### config.mk
export PLATFORM = sky130hd
export DESIGN_NAME = chunked_adder_flat
export DESIGN_NICKNAME = d
export VERILOG_FILES = /design/src/rtl/chunked_adder_if.sv /design/src/rtl/chunked_adder.sv /design/src/flat_wrapper.sv
export SDC_FILE = /design/constraint.sdc
export NUM_CORES = 1
export LEC_CHECK = 0
export BUFFER_PORTS_ARGS = -buffer_cell sky130_fd_sc_hd__buf_2
export CORE_MARGIN = 2
export CORE_UTILIZATION = 50
export DETAILED_ROUTE_END_ITERATION = 6
export PLACE_DENSITY = 0.78
export SYNTH_ARGS = -nofsm -noshare
export SYNTH_HDL_FRONTEND = slang
export SYNTH_SLANG_ARGS = --single-unit
### constraint.sdc
create_clock -name i_clk -period 5.05 [get_ports i_clk]
set_input_delay 0.7575 -clock i_clk [delete_from_list [all_inputs] [get_ports i_clk]]
set_output_delay 0.7575 -clock i_clk [all_outputs]
set_load 0.01 [all_outputs]
### src/rtl/chunked_adder_if.sv
// Request/result handshake bundle for chunked_adder.
// The master side presents operands and consumes the result; the adder is the slave.
interface chunked_adder_if #(
    parameter int WIDTH = 16
);
    logic             i_valid;
    logic             o_ready;
    logic [WIDTH-1:0] i_a;
    logic [WIDTH-1:0] i_b;
    logic             i_carry_in;
    logic             i_sub;
    logic             o_valid;
    logic             i_ready;
    logic [WIDTH-1:0] o_s;
    logic             o_carry_out;
    logic             o_overflow;

    modport master (
        output i_valid, i_a, i_b, i_carry_in, i_sub, i_ready,
        input  o_ready, o_valid, o_s, o_carry_out, o_overflow
    );

    modport slave (
        input  i_valid, i_a, i_b, i_carry_in, i_sub, i_ready,
        output o_ready, o_valid, o_s, o_carry_out, o_overflow
    );
endinterface

### src/rtl/chunked_adder.sv
// Multi-cycle adder/subtractor: adds CHUNK bits per clock, rippling the
// carry through a register, and presents the result on a valid/ready port.
module chunked_adder #(
    parameter int WIDTH = 16,
    parameter int CHUNK = 4
) (
    input  logic            i_clk,
    input  logic            i_reset,
    chunked_adder_if.slave  bus
);
    localparam int NCH = WIDTH / CHUNK;
    localparam int CW  = (NCH > 1) ? $clog2(NCH) : 1;

    typedef enum logic [1:0] {IDLE, BUSY, DONE} state_t;

    state_t           state_q, state_d;
    logic [WIDTH-1:0] a_q, a_d;
    logic [WIDTH-1:0] b_q, b_d;
    logic [WIDTH-1:0] acc_q, acc_d;
    logic [WIDTH-1:0] s_q, s_d;
    logic [CW-1:0]    cnt_q, cnt_d;
    logic             c_q, c_d;
    logic             co_q, co_d;
    logic             ov_q, ov_d;

    logic [CHUNK-1:0] a_ch, b_ch, ch_s;
    logic             ch_c;
    logic             last;

    // b_q holds the already-inverted operand in subtract mode
    always_comb begin
        a_ch = '0;
        b_ch = '0;
        for (int i = 0; i < NCH; i++) begin
            if (int'(cnt_q) == i) begin
                a_ch = a_q[i*CHUNK +: CHUNK];
                b_ch = b_q[i*CHUNK +: CHUNK];
            end
        end
        {ch_c, ch_s} = {1'b0, a_ch} + {1'b0, b_ch} + {{CHUNK{1'b0}}, c_q};
        last = (int'(cnt_q) == NCH - 1);
    end

    always_comb begin
        state_d = state_q;
        a_d     = a_q;
        b_d     = b_q;
        acc_d   = acc_q;
        s_d     = s_q;
        cnt_d   = cnt_q;
        c_d     = c_q;
        co_d    = co_q;
        ov_d    = ov_q;
        unique case (state_q)
            IDLE: begin
                if (bus.i_valid) begin
                    a_d     = bus.i_a;
                    b_d     = bus.i_sub ? ~bus.i_b : bus.i_b;
                    c_d     = bus.i_sub | bus.i_carry_in;
                    cnt_d   = '0;
                    acc_d   = '0;
                    state_d = BUSY;
                end
            end
            BUSY: begin
                for (int i = 0; i < NCH; i++) begin
                    if (int'(cnt_q) == i) acc_d[i*CHUNK +: CHUNK] = ch_s;
                end
                c_d   = ch_c;
                cnt_d = cnt_q + CW'(1);
                if (last) begin
                    s_d  = acc_d;
                    co_d = ch_c;
                    // a^b^s at the MSB recovers the carry into it
                    ov_d = a_ch[CHUNK-1] ^ b_ch[CHUNK-1]
                         ^ ch_s[CHUNK-1] ^ ch_c;
                    state_d = DONE;
                end
            end
            DONE: begin
                if (bus.i_ready) state_d = IDLE;
            end
            default: state_d = IDLE;
        endcase
    end

    always_ff @(posedge i_clk or posedge i_reset) begin
        if (i_reset) begin
            state_q <= IDLE;
            a_q     <= '0;
            b_q     <= '0;
            acc_q   <= '0;
            s_q     <= '0;
            cnt_q   <= '0;
            c_q     <= 1'b0;
            co_q    <= 1'b0;
            ov_q    <= 1'b0;
        end else begin
            state_q <= state_d;
            a_q     <= a_d;
            b_q     <= b_d;
            acc_q   <= acc_d;
            s_q     <= s_d;
            cnt_q   <= cnt_d;
            c_q     <= c_d;
            co_q    <= co_d;
            ov_q    <= ov_d;
        end
    end

    assign bus.o_ready     = (state_q == IDLE);
    assign bus.o_valid     = (state_q == DONE);
    assign bus.o_s         = s_q;
    assign bus.o_carry_out = co_q;
    assign bus.o_overflow  = ov_q;
endmodule

### src/flat_wrapper.sv
// flat-port wrapper written by rule: the top's interface ports become plain ports
module chunked_adder_flat 
#(
    parameter int WIDTH = 16,
    parameter int CHUNK = 4
)
  (i_clk, i_reset, bus_i_valid, bus_i_a, bus_i_b, bus_i_carry_in, bus_i_sub, bus_i_ready, bus_o_ready, bus_o_valid, bus_o_s, bus_o_carry_out, bus_o_overflow);
  chunked_adder_if #(.WIDTH(WIDTH)) bus_i ();
  input  logic i_clk;
  input  logic i_reset;
  input wire logic [$bits(bus_i.i_valid)-1:0] bus_i_valid;
  input wire logic [$bits(bus_i.i_a)-1:0] bus_i_a;
  input wire logic [$bits(bus_i.i_b)-1:0] bus_i_b;
  input wire logic [$bits(bus_i.i_carry_in)-1:0] bus_i_carry_in;
  input wire logic [$bits(bus_i.i_sub)-1:0] bus_i_sub;
  input wire logic [$bits(bus_i.i_ready)-1:0] bus_i_ready;
  output wire logic [$bits(bus_i.o_ready)-1:0] bus_o_ready;
  output wire logic [$bits(bus_i.o_valid)-1:0] bus_o_valid;
  output wire logic [$bits(bus_i.o_s)-1:0] bus_o_s;
  output wire logic [$bits(bus_i.o_carry_out)-1:0] bus_o_carry_out;
  output wire logic [$bits(bus_i.o_overflow)-1:0] bus_o_overflow;
  assign bus_i.i_valid = bus_i_valid;
  assign bus_i.i_a = bus_i_a;
  assign bus_i.i_b = bus_i_b;
  assign bus_i.i_carry_in = bus_i_carry_in;
  assign bus_i.i_sub = bus_i_sub;
  assign bus_i.i_ready = bus_i_ready;
  assign bus_o_ready = bus_i.o_ready;
  assign bus_o_valid = bus_i.o_valid;
  assign bus_o_s = bus_i.o_s;
  assign bus_o_carry_out = bus_i.o_carry_out;
  assign bus_o_overflow = bus_i.o_overflow;
  chunked_adder #(.WIDTH(WIDTH), .CHUNK(CHUNK)) u_core (.i_clk(i_clk), .i_reset(i_reset), .bus(bus_i));
endmodule
### After elaboration in Yosys (flattened, before gate mapping)

Cells that the tools add are included.

* register bits: 71
* output and inout port bits: 20
* logic and storage cells: 55

* add/subtract/negate cells: 3
* eq/ne operators: 8
* mux-type cells: 23
* bitwise gates (word level): 5
* reduce and logical (&&, ||, !) cells: 7

Operator list (number)
* 2-to-1 mux 4 bit: 12
* 2-to-1 mux 16 bit: 2
* case mux 16 bit (2 select lines): 1
* NOT 16 bit: 1
* 2-to-1 mux 2 bit: 4
* equality test 2 bit, second input constant: 3
* case mux 2 bit (3 select lines): 1
* AND reduction 2 bit: 3
* adder 4 x 4 -> 5 bit: 1
* adder 5 x 1 -> 5 bit: 1
* equality test 2 x 1 -> 1 bit, second input constant: 2
* logical NOT 2 bit: 2
* != test 2 bit, second input constant: 2
* case mux 2 bit (2 select lines): 1
* AND reduction 3 bit: 1
* XOR 1 bit: 3
* adder 2 x 1 -> 2 bit, second input constant: 1
* != test 2 x 1 -> 1 bit, second input constant: 1
* case mux 1 bit (2 select lines): 1
* nonzero test 2 bit: 1
* 2-to-1 mux 1 bit: 1
* bitwise OR 1 bit: 1

### Depth between registers and ports, before layout

* depth after elaboration: 9
* depth in mapped cells: 14
* depth with buffers taken out: 13

### Worst setup path after synthesis

OpenSTA, ideal clock, no wires.

* path kind: flip-flop to flip-flop
* start: reg u_core.cnt_q[0]
* end: reg u_core.ov_q (netlist: u_core.bus.o_overflow)
* library setup time: 128 ps
* arrival: 2675 ps
* data required time: 4922 ps
* path slack: 2248 ps
* stages on the path, launching flop included: 15
* buffers on the path: 2
* clock period less this slack: 2802 ps
* cells stage by stage: dfrtp_1 inv_1 ha_1 clkbuf_1 buf_2 a221oi_1 nor3_1 a21oi_1 fa_1 inv_1 fa_1 a21o_1 a21oi_1 xor2_1 o21ai_0

* word-level cells in the longest chain between the ends: 9
* elaborated cells on any way between the ends: 18

Ends and longest elaborated chain
* from (decl): line chunked_adder.sv:21 `logic [CW-1:0] cnt_q, cnt_d;`
* from (signal assigned): line chunked_adder.sv:104 `cnt_q <= cnt_d;`
* logical NOT 2 bit: line chunked_adder.sv:35 `if (int'(cnt_q) == i) begin`
* 2-to-1 mux 4 bit (4 in series): line chunked_adder.sv:35
* adder 4 x 4 -> 5 bit: line chunked_adder.sv:40 `{ch_c, ch_s} = {1'b0, a_ch} + {1'b0, b_ch} + {{CHUNK{1'b0}}, c_q};`
* adder 5 x 1 -> 5 bit: line chunked_adder.sv:40
* XOR 1 bit (2 in series): line chunked_adder.sv:76 `^ ch_s[CHUNK-1] ^ ch_c;`
* to (signal assigned): line chunked_adder.sv:107 `ov_q <= ov_d;`
* to (decl): line chunked_adder.sv:24 `logic ov_q, ov_d;`

Parallel ways exist; a longest one is shown, timed or not.
A chain may end at the register's enable or synchronous reset.

### Final worst setup path

* start: reg u_core.cnt_q[1]
* end: reg u_core.s_q[2] (netlist: u_core.bus.o_s[2])

* word-level cells in the longest chain between the ends: 8
* elaborated cells on any way between the ends: 16

Ends and longest elaborated chain
* logical NOT 2 bit: line chunked_adder.sv:35, chunked_adder.sv:67
* 2-to-1 mux 4 bit (4 in series): line chunked_adder.sv:35
* adder 4 x 4 -> 5 bit: line chunked_adder.sv:40
* adder 5 x 1 -> 5 bit: line chunked_adder.sv:40
* 2-to-1 mux 4 bit: line chunked_adder.sv:67 `if (int'(cnt_q) == i) acc_d[i*CHUNK +: CHUNK] = ch_s;`
* to (signal assigned): line chunked_adder.sv:93 `s_q <= '0;`
* to (signal assigned): line chunked_adder.sv:103 `s_q <= s_d;`
* to (decl): line chunked_adder.sv:20 `logic [WIDTH-1:0] s_q, s_d;`

Parallel ways exist; a longest one is shown, timed or not.

==> metrics.cfg <==
[worst_setup_path]
r2r_start = u_core.cnt_q[1]
setup.worst_path.end_class = register
crit_type = register to register
max_stage_delay_ns = 0.73
path_delay_family = adder cells
startpoint_type = register
cp_data_arrival_time_ns = 3.79
crit_chain = inv_1 -> ha_1 -> nor2b_1 -> a221oi_1 -> nor3_1 -> a21oi_1 -> fa_1 -> inv_1 -> fa_1 -> xnor2_1 -> nand2_1 -> o21ai_0 -> o21ai_0
reg2reg_depth = 13
rrSetupSlack_ns = 1.48
crit_required_ns = 5.27
cp_max_fo = 25
slowest_stage = ha_1
startpoint = u_core.cnt_q[1]
crit_buf_inv = 2
cp_num_cells = 13

[timing]
min_period_over_period = 0.7070
setup_viol = 0
finalMaxSlewViolations = 0
final_hold_viol_count = 0
min_period_ns = 3.571
worst_pin_slew_ns = 0.9261
fmax_ghz = 0.2801
fin_setup_tns_ns = 0
relSlewSlack = 0.3826
rsz0062_at_grt = false
skew_ns = 0.01010

[drt]
drtIter0Drc = 105
wl_um = 6458
vias = 2386
wl_per_cell_um = 14.55
ant_nets = 0
first_pass_iters = 4
vias_per_cell = 5.374
drc_errors = 0

[place]
placed_area_sq_um = 3530
port_buffers = 57
dp_hpwl_um = 4567
gp_congestion = 0.7902
dp.cells = 428

[global_routing]
grt_max_degree = 68
grt_pass1_wl_um = 11080
grt_usage = 0.1986
grt_remaining_overflow = 0
antenna_found_initial = 0
grt_pass1_vias = 2435

[finish]
multiInputGateArea_sq_um = 1423
final_cell_count_no_fill = 444
fill_cells = 572
diodes = 0
layout_common_cells = 67 x dfrtp_1, 57 x buf_2, 42 x nand2_1
final_area_sq_um = 3757
regArea_sq_um = 1677
num-nets-final = 409
area_growth_pct = 16.53
final_common_cell = dfrtp_1
drive_gt1_frac = 0.2643

[clock_network]
clk-insertion-delay-late_ns = 0.35
h-tree-depth = 3
path_clk_slew_ns = 0.07
post_cts_resized = 0
cts-root-buf = clkbuf_8
clockBufferDepth = 2
cts_hold_buf = 0
cts_sinks = 67
post-cts-setup-buffer-count = 0
cts_tree = done
numCtsBuffers = 9

[hold_path]
min_path_type = register to register
hp-start = u_core.bus.o_s[5]
hold_depth = 2

[synth]
ys_types = 31
syn_avg_cell_area_sq_um = 10.33
synth_nets = 359
syn_area_sq_um = 3224
yosysWarningCount = 0
ys_ff_latch = 67
synth-seq-area-share = 0.5200
synthCells = 312

[floorplanning]
die_area_sq_um = 7107
die_x_um = 84.31
rows = 29
core_sq_um = 6277
die_h_um = 84.31
start_util = 0.5137
pin_count = 58

[power]
power.density_nw_per_um2 = 769.1
clkPwrFrac = 0.175
switching_share = 0.4239
power_mw = 2.890
switchingPower_mw = 1.225
sequentialPowerShare = 0.315
peakVddDrop_v = 0.0003717
intPower_mw = 1.665
power.leakage_nw = 1.703
comb_power_share = 0.510

[status]
outcome = complete, no violations

[job]
maxCapViolCount = 0

state kept, by name (all words and copies together), names as in the netlist:
signal / flops
u_core.c_q: 1
u_core.a_q: 16
u_core.bus.o_carry_out: 1
u_core.acc_q: 12
u_core.state_q: 2
u_core.b_q: 16
u_core.bus.o_overflow: 1
u_core.bus.o_s: 16
u_core.cnt_q: 2
per-stage QoR:
stage | setup WS (ns) | utilization | hold slack [ns]
2_1_floorplan | 2.248 | - | 0.4483
3_3_place_gp | 1.730 | 0.5623 | 0.4571
3_5_place_dp | 1.537 | 0.5623 | 0.4592
4_1_cts | 1.533 | 0.5986 | 0.4829
5_1_grt | 1.174 | 0.5986 | 0.4994
6_report | 1.479 | 0.5986 | 0.4756
cell usage after synthesis:
master | count | share of area
a221oi_1 | 2 | 0.0054
nor3b_1 | 3 | 0.0070
nor2_1 | 17 | 0.020
o2bb2ai_1 | 9 | 0.024
buf_4 | 2 | 0.0047
nor3b_4 | 1 | 0.0058
and2_1 | 1 | 0.0019
a32o_1 | 3 | 0.0093
inv_1 | 7 | 0.0082
o221ai_1 | 1 | 0.0027
clkbuf_1 | 9 | 0.010
mux2i_1 | 5 | 0.016
xnor2_1 | 18 | 0.049
nand2_1 | 42 | 0.049
o21ai_2 | 3 | 0.0082
ha_1 | 7 | 0.027
dfrtp_1 | 67 | 0.52
nand2b_1 | 2 | 0.0039
a21oi_1 | 35 | 0.054
o31ai_1 | 1 | 0.0023
or2_2 | 1 | 0.0019
o21ai_0 | 30 | 0.047
mux2_2 | 16 | 0.056
fa_1 | 2 | 0.012
xor2_1 | 1 | 0.0027
a21o_1 | 1 | 0.0023
o21bai_1 | 1 | 0.0023
nor2b_1 | 5 | 0.0097
nor3_1 | 2 | 0.0031
nand3b_1 | 8 | 0.019
buf_2 | 10 | 0.016
worst paths after layout:
check                                      to
min in group asynchronous  u_core.bus.o_s[12]
max                         u_core.bus.o_s[2]
min reg2reg                 u_core.bus.o_s[5]
min                         u_core.bus.o_s[5]
max reg2reg                 u_core.bus.o_s[2]
max in group asynchronous          u_core.c_q
final cells by class:
cell class | count | area share
multi-input cells | 217 | 0.3786
clock inverters | 4 | 0.01931
flip-flops and latches | 67 | 0.4462
clock buffers | 12 | 0.04129
repair buffers | 60 | 0.08192
inverters | 7 | 0.006993
well taps | 77 | 0.02564
cell families after synthesis:
| group | Yosys count | synth area share |
|---|---|---|
| simple gates | 82 | 0.1207 |
| flops | 67 | 0.5200 |
| compound gates | 86 | 0.1579 |
| fa+ha+maj | 9 | 0.03958 |
| xor+xnor | 19 | 0.05161 |
| mux | 21 | 0.07140 |
| buf+inv | 28 | 0.03880 |
power by group through the flow:
stage	clock network, mW	registers [mW]	logic [mW]
global placement	0	0.914	1.43
finish	0.506	0.912	1.47
global route	0.535	0.941	1.66
floorplan	0	0.914	1.09
detailed placement	0	0.923	1.48
CTS	0.516	0.912	1.49
routing by layer:
layer,up-vias,track usage,share of wire
li1,1173,-,-
met1,1142,0.2357,0.43
met2,58,0.3384,0.50
met3,13,0.05310,0.048
met4,0,0.08944,0.020
met5,-,0,0
worst reg2reg max path, delay by kind of cell, from the launching register on:
family / cells / cell delay (ns)
AOI/OAI and AO/OA: 4 / 0.68
adders and majority gates: 3 / 1.34
buffers and inverters: 2 / 0.18
DFF: 1 / 0.41
xor gates and xnor gates: 1 / 0.53
and+or+nand+nor: 3 / 0.31
Power figures use the tool's default switching activity.
